<file path="config.mk">
export PLATFORM = sky130hd
export DESIGN_NAME = system_mem_test_master
export DESIGN_NICKNAME = d
export VERILOG_FILES = /design/src/rtl/system_mem_test_pkg.sv /design/src/rtl/system_mem_test_pattern_gen.sv /design/src/rtl/system_mem_test_master.sv
export SDC_FILE = /design/constraint.sdc
export NUM_CORES = 1
export LEC_CHECK = 0
export BUFFER_PORTS_ARGS = -buffer_cell sky130_fd_sc_hd__buf_2
export CAP_MARGIN = 15
export CORE_MARGIN = 5
export CORE_UTILIZATION = 61
export DETAILED_ROUTE_END_ITERATION = 10
export PLACE_DENSITY = 0.87
export RECOVER_POWER = 25
export SYNTH_ARGS = -nofsm -noshare
export SYNTH_HDL_FRONTEND = slang
export SYNTH_SLANG_ARGS = --single-unit
</file>
<file path="constraint.sdc">
create_clock -name clk -period 8.35 [get_ports clk]
set_clock_uncertainty 0.1 [all_clocks]
set_input_delay 0.4175 -clock clk [delete_from_list [all_inputs] [get_ports clk]]
set_output_delay 0.4175 -clock clk [all_outputs]
set_load 0.05 [all_outputs]
</file>
<file path="src/rtl/system_mem_test_pkg.sv">
// Shared types and pattern helpers for the memory test master.
package system_mem_test_pkg;

  typedef enum logic [2:0] {
    IDLE,
    WR,
    RD_REQ,
    RD_WAIT,
    FIN
  } state_t;

  // Galois feedback taps for x^32 + x^22 + x^2 + x + 1
  localparam logic [31:0] LFSR_MASK = 32'h8020_0003;

  // One right-shifting Galois LFSR step
  function automatic logic [31:0] pat_next(input logic [31:0] cur);
    pat_next = cur[0] ? ((cur >> 1) ^ LFSR_MASK) : (cur >> 1);
  endfunction

endpackage

</file>
<file path="src/rtl/system_mem_test_pattern_gen.sv">
// Pattern register for the memory test master.
// SYSTEM_MEM_TEST_LFSR_EN selects an LFSR sequence; otherwise seed + i.
module system_mem_test_pattern_gen
  import system_mem_test_pkg::*;
(
  input  logic        clk,
  input  logic        reset_n,
  input  logic        load,
  input  logic [31:0] seed,
  input  logic        advance,
  output logic [31:0] pattern
);

  logic [31:0] pattern_q;
  logic [31:0] pattern_d;

  // Next pattern: load has priority over advance
  always_comb begin
    pattern_d = pattern_q;
    if (load) begin
`ifdef SYSTEM_MEM_TEST_LFSR_EN
      pattern_d = (seed == '0) ? 32'h0000_0001 : seed;
`else
      pattern_d = seed;
`endif
    end else if (advance) begin
`ifdef SYSTEM_MEM_TEST_LFSR_EN
      pattern_d = pat_next(pattern_q);
`else
      pattern_d = pattern_q + 32'd1;
`endif
    end
  end

  // Pattern register
  always_ff @(posedge clk or negedge reset_n) begin
    if (!reset_n) pattern_q <= '0;
    else          pattern_q <= pattern_d;
  end

  assign pattern = pattern_q;

endmodule

</file>
<file path="src/rtl/system_mem_test_master.sv">
// Avalon-MM memory test master: writes a generated pattern over a word
// range, reads it back and counts mismatches.
// Build option: SYSTEM_MEM_TEST_LFSR_EN (LFSR pattern, handled in the
// pattern generator).
module system_mem_test_master
  import system_mem_test_pkg::*;
#(
  parameter int unsigned ADDR_W = 16,
  parameter int unsigned CNT_W  = 16,
  parameter int unsigned ERR_W  = 16
) (
  input  logic              clk,
  input  logic              reset_n,
  input  logic              start,
  input  logic              abort,
  input  logic [ADDR_W-1:0] base_addr,
  input  logic [CNT_W-1:0]  word_count,
  input  logic [31:0]       seed,
  output logic [ADDR_W-1:0] avm_address,
  output logic [3:0]        avm_byteenable,
  output logic              avm_chipselect,
  output logic              avm_write,
  output logic              avm_read,
  output logic [31:0]       avm_writedata,
  input  logic [31:0]       avm_readdata,
  input  logic              avm_waitrequest,
  input  logic              avm_readdatavalid,
  output logic              busy,
  output logic              done,
  output logic              aborted,
  output logic [ERR_W-1:0]  err_count,
  output logic [ADDR_W-1:0] first_err_addr
);

  state_t              state_q, state_d;
  logic [CNT_W-1:0]    idx_q, idx_d, count_q, count_d, idx_next;
  logic [ADDR_W-1:0]   base_q, base_d, addr_q, addr_d;
  logic [31:0]         seed_q, seed_d;
  logic                write_q, write_d, read_q, read_d, cs_q, cs_d;
  logic                busy_q, busy_d, done_q, done_d, aborted_q, aborted_d;
  logic [ERR_W-1:0]    err_q, err_d;
  logic [ADDR_W-1:0]   first_q, first_d;
  logic                pg_load, pg_adv;
  logic [31:0]         pg_seed, pattern;

  system_mem_test_pattern_gen u_pattern_gen (
    .clk     (clk),
    .reset_n (reset_n),
    .load    (pg_load),
    .seed    (pg_seed),
    .advance (pg_adv),
    .pattern (pattern)
  );

  // FSM next-state, index/address update and read-back checker
  always_comb begin
    state_d   = state_q;
    idx_d     = idx_q;
    count_d   = count_q;
    base_d    = base_q;
    addr_d    = addr_q;
    seed_d    = seed_q;
    write_d   = write_q;
    read_d    = read_q;
    busy_d    = busy_q;
    done_d    = 1'b0;
    aborted_d = aborted_q;
    err_d     = err_q;
    first_d   = first_q;
    pg_load   = 1'b0;
    pg_adv    = 1'b0;
    pg_seed   = seed_q;
    idx_next  = idx_q + CNT_W'(1);

    case (state_q)
      IDLE: begin
        // done_q high means this is the done cycle of the previous run
        if (start && !done_q) begin
          base_d    = base_addr;
          count_d   = word_count;
          seed_d    = seed;
          pg_seed   = seed;
          pg_load   = 1'b1;
          idx_d     = '0;
          addr_d    = base_addr;
          err_d     = '0;
          first_d   = '0;
          aborted_d = 1'b0;
          busy_d    = 1'b1;
          if (word_count == '0) begin
            state_d = FIN;
          end else begin
            write_d = 1'b1;
            state_d = WR;
          end
        end
      end

      WR: begin
        if (!avm_waitrequest) begin
          if (abort) begin
            write_d   = 1'b0;
            aborted_d = 1'b1;
            state_d   = FIN;
          end else if (idx_next == count_q) begin
            write_d = 1'b0;
            read_d  = 1'b1;
            idx_d   = '0;
            addr_d  = base_q;
            pg_load = 1'b1;
            state_d = RD_REQ;
          end else begin
            idx_d  = idx_next;
            addr_d = base_q + ADDR_W'(idx_next);
            pg_adv = 1'b1;
          end
        end
      end

      RD_REQ: begin
        if (!avm_waitrequest) begin
          read_d  = 1'b0;
          state_d = RD_WAIT;
        end
      end

      RD_WAIT: begin
        if (avm_readdatavalid) begin
          if (avm_readdata != pattern) begin
            if (err_q != '1) err_d = err_q + ERR_W'(1);
            if (err_q == '0) first_d = addr_q;
          end
          if (abort) begin
            aborted_d = 1'b1;
            state_d   = FIN;
          end else if (idx_next == count_q) begin
            state_d = FIN;
          end else begin
            idx_d   = idx_next;
            addr_d  = base_q + ADDR_W'(idx_next);
            pg_adv  = 1'b1;
            read_d  = 1'b1;
            state_d = RD_REQ;
          end
        end
      end

      FIN: begin
        done_d  = 1'b1;
        busy_d  = 1'b0;
        state_d = IDLE;
      end

      default: state_d = IDLE;
    endcase

    cs_d = write_d | read_d;
  end

  // State and registered outputs
  always_ff @(posedge clk or negedge reset_n) begin
    if (!reset_n) begin
      state_q   <= IDLE;
      idx_q     <= '0;
      count_q   <= '0;
      base_q    <= '0;
      addr_q    <= '0;
      seed_q    <= '0;
      write_q   <= 1'b0;
      read_q    <= 1'b0;
      cs_q      <= 1'b0;
      busy_q    <= 1'b0;
      done_q    <= 1'b0;
      aborted_q <= 1'b0;
      err_q     <= '0;
      first_q   <= '0;
    end else begin
      state_q   <= state_d;
      idx_q     <= idx_d;
      count_q   <= count_d;
      base_q    <= base_d;
      addr_q    <= addr_d;
      seed_q    <= seed_d;
      write_q   <= write_d;
      read_q    <= read_d;
      cs_q      <= cs_d;
      busy_q    <= busy_d;
      done_q    <= done_d;
      aborted_q <= aborted_d;
      err_q     <= err_d;
      first_q   <= first_d;
    end
  end

  assign avm_address    = addr_q;
  assign avm_byteenable = 4'hF;
  assign avm_chipselect = cs_q;
  assign avm_write      = write_q;
  assign avm_read       = read_q;
  assign avm_writedata  = pattern;
  assign busy           = busy_q;
  assign done           = done_q;
  assign aborted        = aborted_q;
  assign err_count      = err_q;
  assign first_err_addr = first_q;

endmodule
</file>
==> impl_metrics.yaml <==
logic_synthesis:
  yosysTopAreaCellShare_pct: 41.4
  synthArstFlopShare_pct: 100
  syn_area_um2: 10200
  synth_edf_count: 0
  synth_top_area_cell: "dfrtp_1"
  ys.flop_type: "dfrtp_1"
  synth.most_common_cell: "nand2_1"
  yosys-top-cells-area: "dfrtp_1 (41%), nand2_1 (9.8%), xnor2_1 (4.0%)"
  synth.distinct_cells: 79
  synth_commonest_cells: "nand2_1 (267), dfrtp_1 (169), nor2_1 (91)"
  synthCells: 1191
  yosysWarningCount: 0
  ys_seq_area_share_pct: 41.4
  synth.avg_cell_area_um2: 8.59
  ys_ff_latch: 169
place:
  dpl_cell_area_um2: 11100
  place_ws_ns: 3.57
  place.gp.congestion: 0.947
  io_buffers: 187
  dp_hpwl_um: 20000
global_route:
  grt_max_degree: 103
  overflow: 0
  grt_pass1_vias: 8881
  grt_usage_pct: 28.9
  antenna_found_initial: 1
  grt_pass1_wl_um: 46000
worst_setup_path:
  cp_slowest_cell: "clkbuf_1"
  cp_num_cells: 1
  r2r_cells: 8
  r2r_setup_slack_ns: 3.51
  worstPathArrival_ns: 4.25
  crit_family: "buffers and inverters"
  path_max_fanout: 102
  r2r-end: "avm_address[13]"
  reg2reg_from: "idx_q[4]"
  cpPeakStageDelay_ns: 3.75
  worstPathCellList: "clkbuf_1"
  critPathCaptureType: "asynchronous set/reset pin"
  criticalPathCategory: "in -> async"
  start_kind: "input pin"
  worst-path-buf-inv: 1
  required_ns: 7.47
power_and_ir_drop:
  pwr_density_cell_nw_per_um2: 388
  p_leak_nw: 5.46
  ir_drop_mv: 0.235
  p_total_mw: 4.55
outcome:
  violations: "max-capacitance violations, max-slew violations"
  status: "finished with violations"
sta:
  max_slew_margin_pct: -264
  setup_tns_ns: 0
  finalHoldViolCount: 0
  rsz0062_at_grt: "false"
  min_period_over_period_pct: 61.4
  fmaxAchievable_mhz: 195
  period_needed_ns: 5.13
  setup_slack_ns: 3.22
  worst_pin_slew_ns: 5.47
  finalSetupViolCount: 0
  slew_violations: 103
routing:
  routed_wl_um: 28100
  route.detailed.drc: 0
  viasPerCell: 6.03
  vias: 9432
  first_iter_violations: 965
  drtAntennaViolNets: 0
  routedWlPerCell_um: 18.0
  drtPass1Iterations: 5
die:
  fp.dieW_um: 139
  start_util_pct: 61.9
  die_area_um2: 19500
  fp.dieH_um: 139
  core_um2: 16500
  pin_count: 192
  rows: 47
worst_hold_path:
  hold_class: "in -> reg"
  hold_depth: 3
  whs_endpoint: "base_q[8]"
  hold_start: "base_addr[8]"
finish:
  drive_gt1_share_pct: 19.1
  area_growth_pct: 14.6
  diodes: 0
  design_area_um2: 11700
  fin_nets: 1452
  fillers: 1311
clock_network:
  worstSkewPairLatency_ns: 0.43
  cts_buffers: 17
  clockRootBuffer: "clkbuf_16"
  cts_tree: "built"
  clock-sinks: 169
  path_clk_slew_ns: 0.07
  hold_buffers: 0
  htreeDepth: 4
  post-cts-setup-buffer-count: 0
  cts.path.max_buffers: 2
  cts_resized: 0
flow_run:
  drv_cap: 1
==> worst max-delay path by stage <==
stage,startpoint,endpoint
2_1_floorplan,idx_q[0],idx_q[6]
3_3_place_gp,idx_q[4],avm_address[13]
3_5_place_dp,idx_q[4],avm_address[13]
4_1_cts,idx_q[4],avm_address[13]
5_1_grt,reset_n,base_q[2]
6_report,reset_n,base_q[2]
==> logic make-up (layout without fill, tap and decap cells) <==
family                     after synthesis  count (layout)  share of synthesized area (%)
and+or+nand+nor                        539             539                           24.4
AOI/OAI and AO/OA                      242             242                           15.8
DFF                                    169             169                           41.4
buffers and inverters                  110             259                           5.17
xor gates and xnor gates                96              96                           9.07
adders and majority gates               20              20                           2.52
muxes                                   14              14                           1.66
other                                    1               4                         0.0367
==> state kept, by name, summed over array words and instances (netlist names), 3 cells and up <==
register	count
idx_q	16
err_count	16
avm_address	16
count_q	16
base_q	16
state_q	3
u_pattern_gen.pattern	32
seed_q	32
first_err_addr	16
==> metal layers <==
metal / GRT usage [%] / vias up / part of all wire, %
li1: - / 4429 / -
met1: 41.1 / 4496 / 43
met2: 45.2 / 443 / 46
met3: 5.56 / 62 / 8.3
met4: 8.81 / 2 / 2.3
met5: 0 / - / 0.025
==> power breakdown <==
| group | leakage, nW | internal (mW) | switching, mW | total, mW |
|---|---|---|---|---|
| registers | 2.13 | 1.14 | 0.349 | 1.49 |
| logic | 3.03 | 0.691 | 1.54 | 2.23 |
| clock network | 0.299 | 0.466 | 0.361 | 0.828 |
| total | 5.46 | 2.30 | 2.25 | 4.55 |
==> through the flow <==
step	instances	hold WS (ns)	util, %
final	1563	0.0830	70.9
after global routing	1563	0.0816	70.9
after CTS	1563	0.0404	71.0
after detailed placement	1531	0.359	67.3
after global placement	1531	0.355	67.3
after floorplan	1194	0.0219	-
==> worst min-delay path, delay by kind of cell <==
kind          cells  cell delay [ns]
buf+inv           1             0.09
simple gates      2             0.08
==> area by class of cell <==
type	count	area (µm²)	share of cell area (%)
inverter	32	120	1.02
sequential	169	4230	36.1
tap	220	275	2.35
timing repair buffer	195	990	8.44
clock buffer	19	453	3.86
multi-input combinational	915	5500	46.9
clock inverter	13	156	1.33
==> cell usage in the layout, fill, tap and decap left out, types with 24 or more instances in the layout <==
cell type  netlist  routed
nor4_1          24      24
o21ai_0         65      65
a21oi_1         33      33
nor2_1          91      90
dfrtp_1        169     169
nand2_1        267     267
xnor2_1         47      47
inv_1           31      31
xor2_1          43      43
buf_2           14     182
nand3_1         44      44
a31oi_1         29      29
No activity file was read; power rests on OpenSTA's default activity.
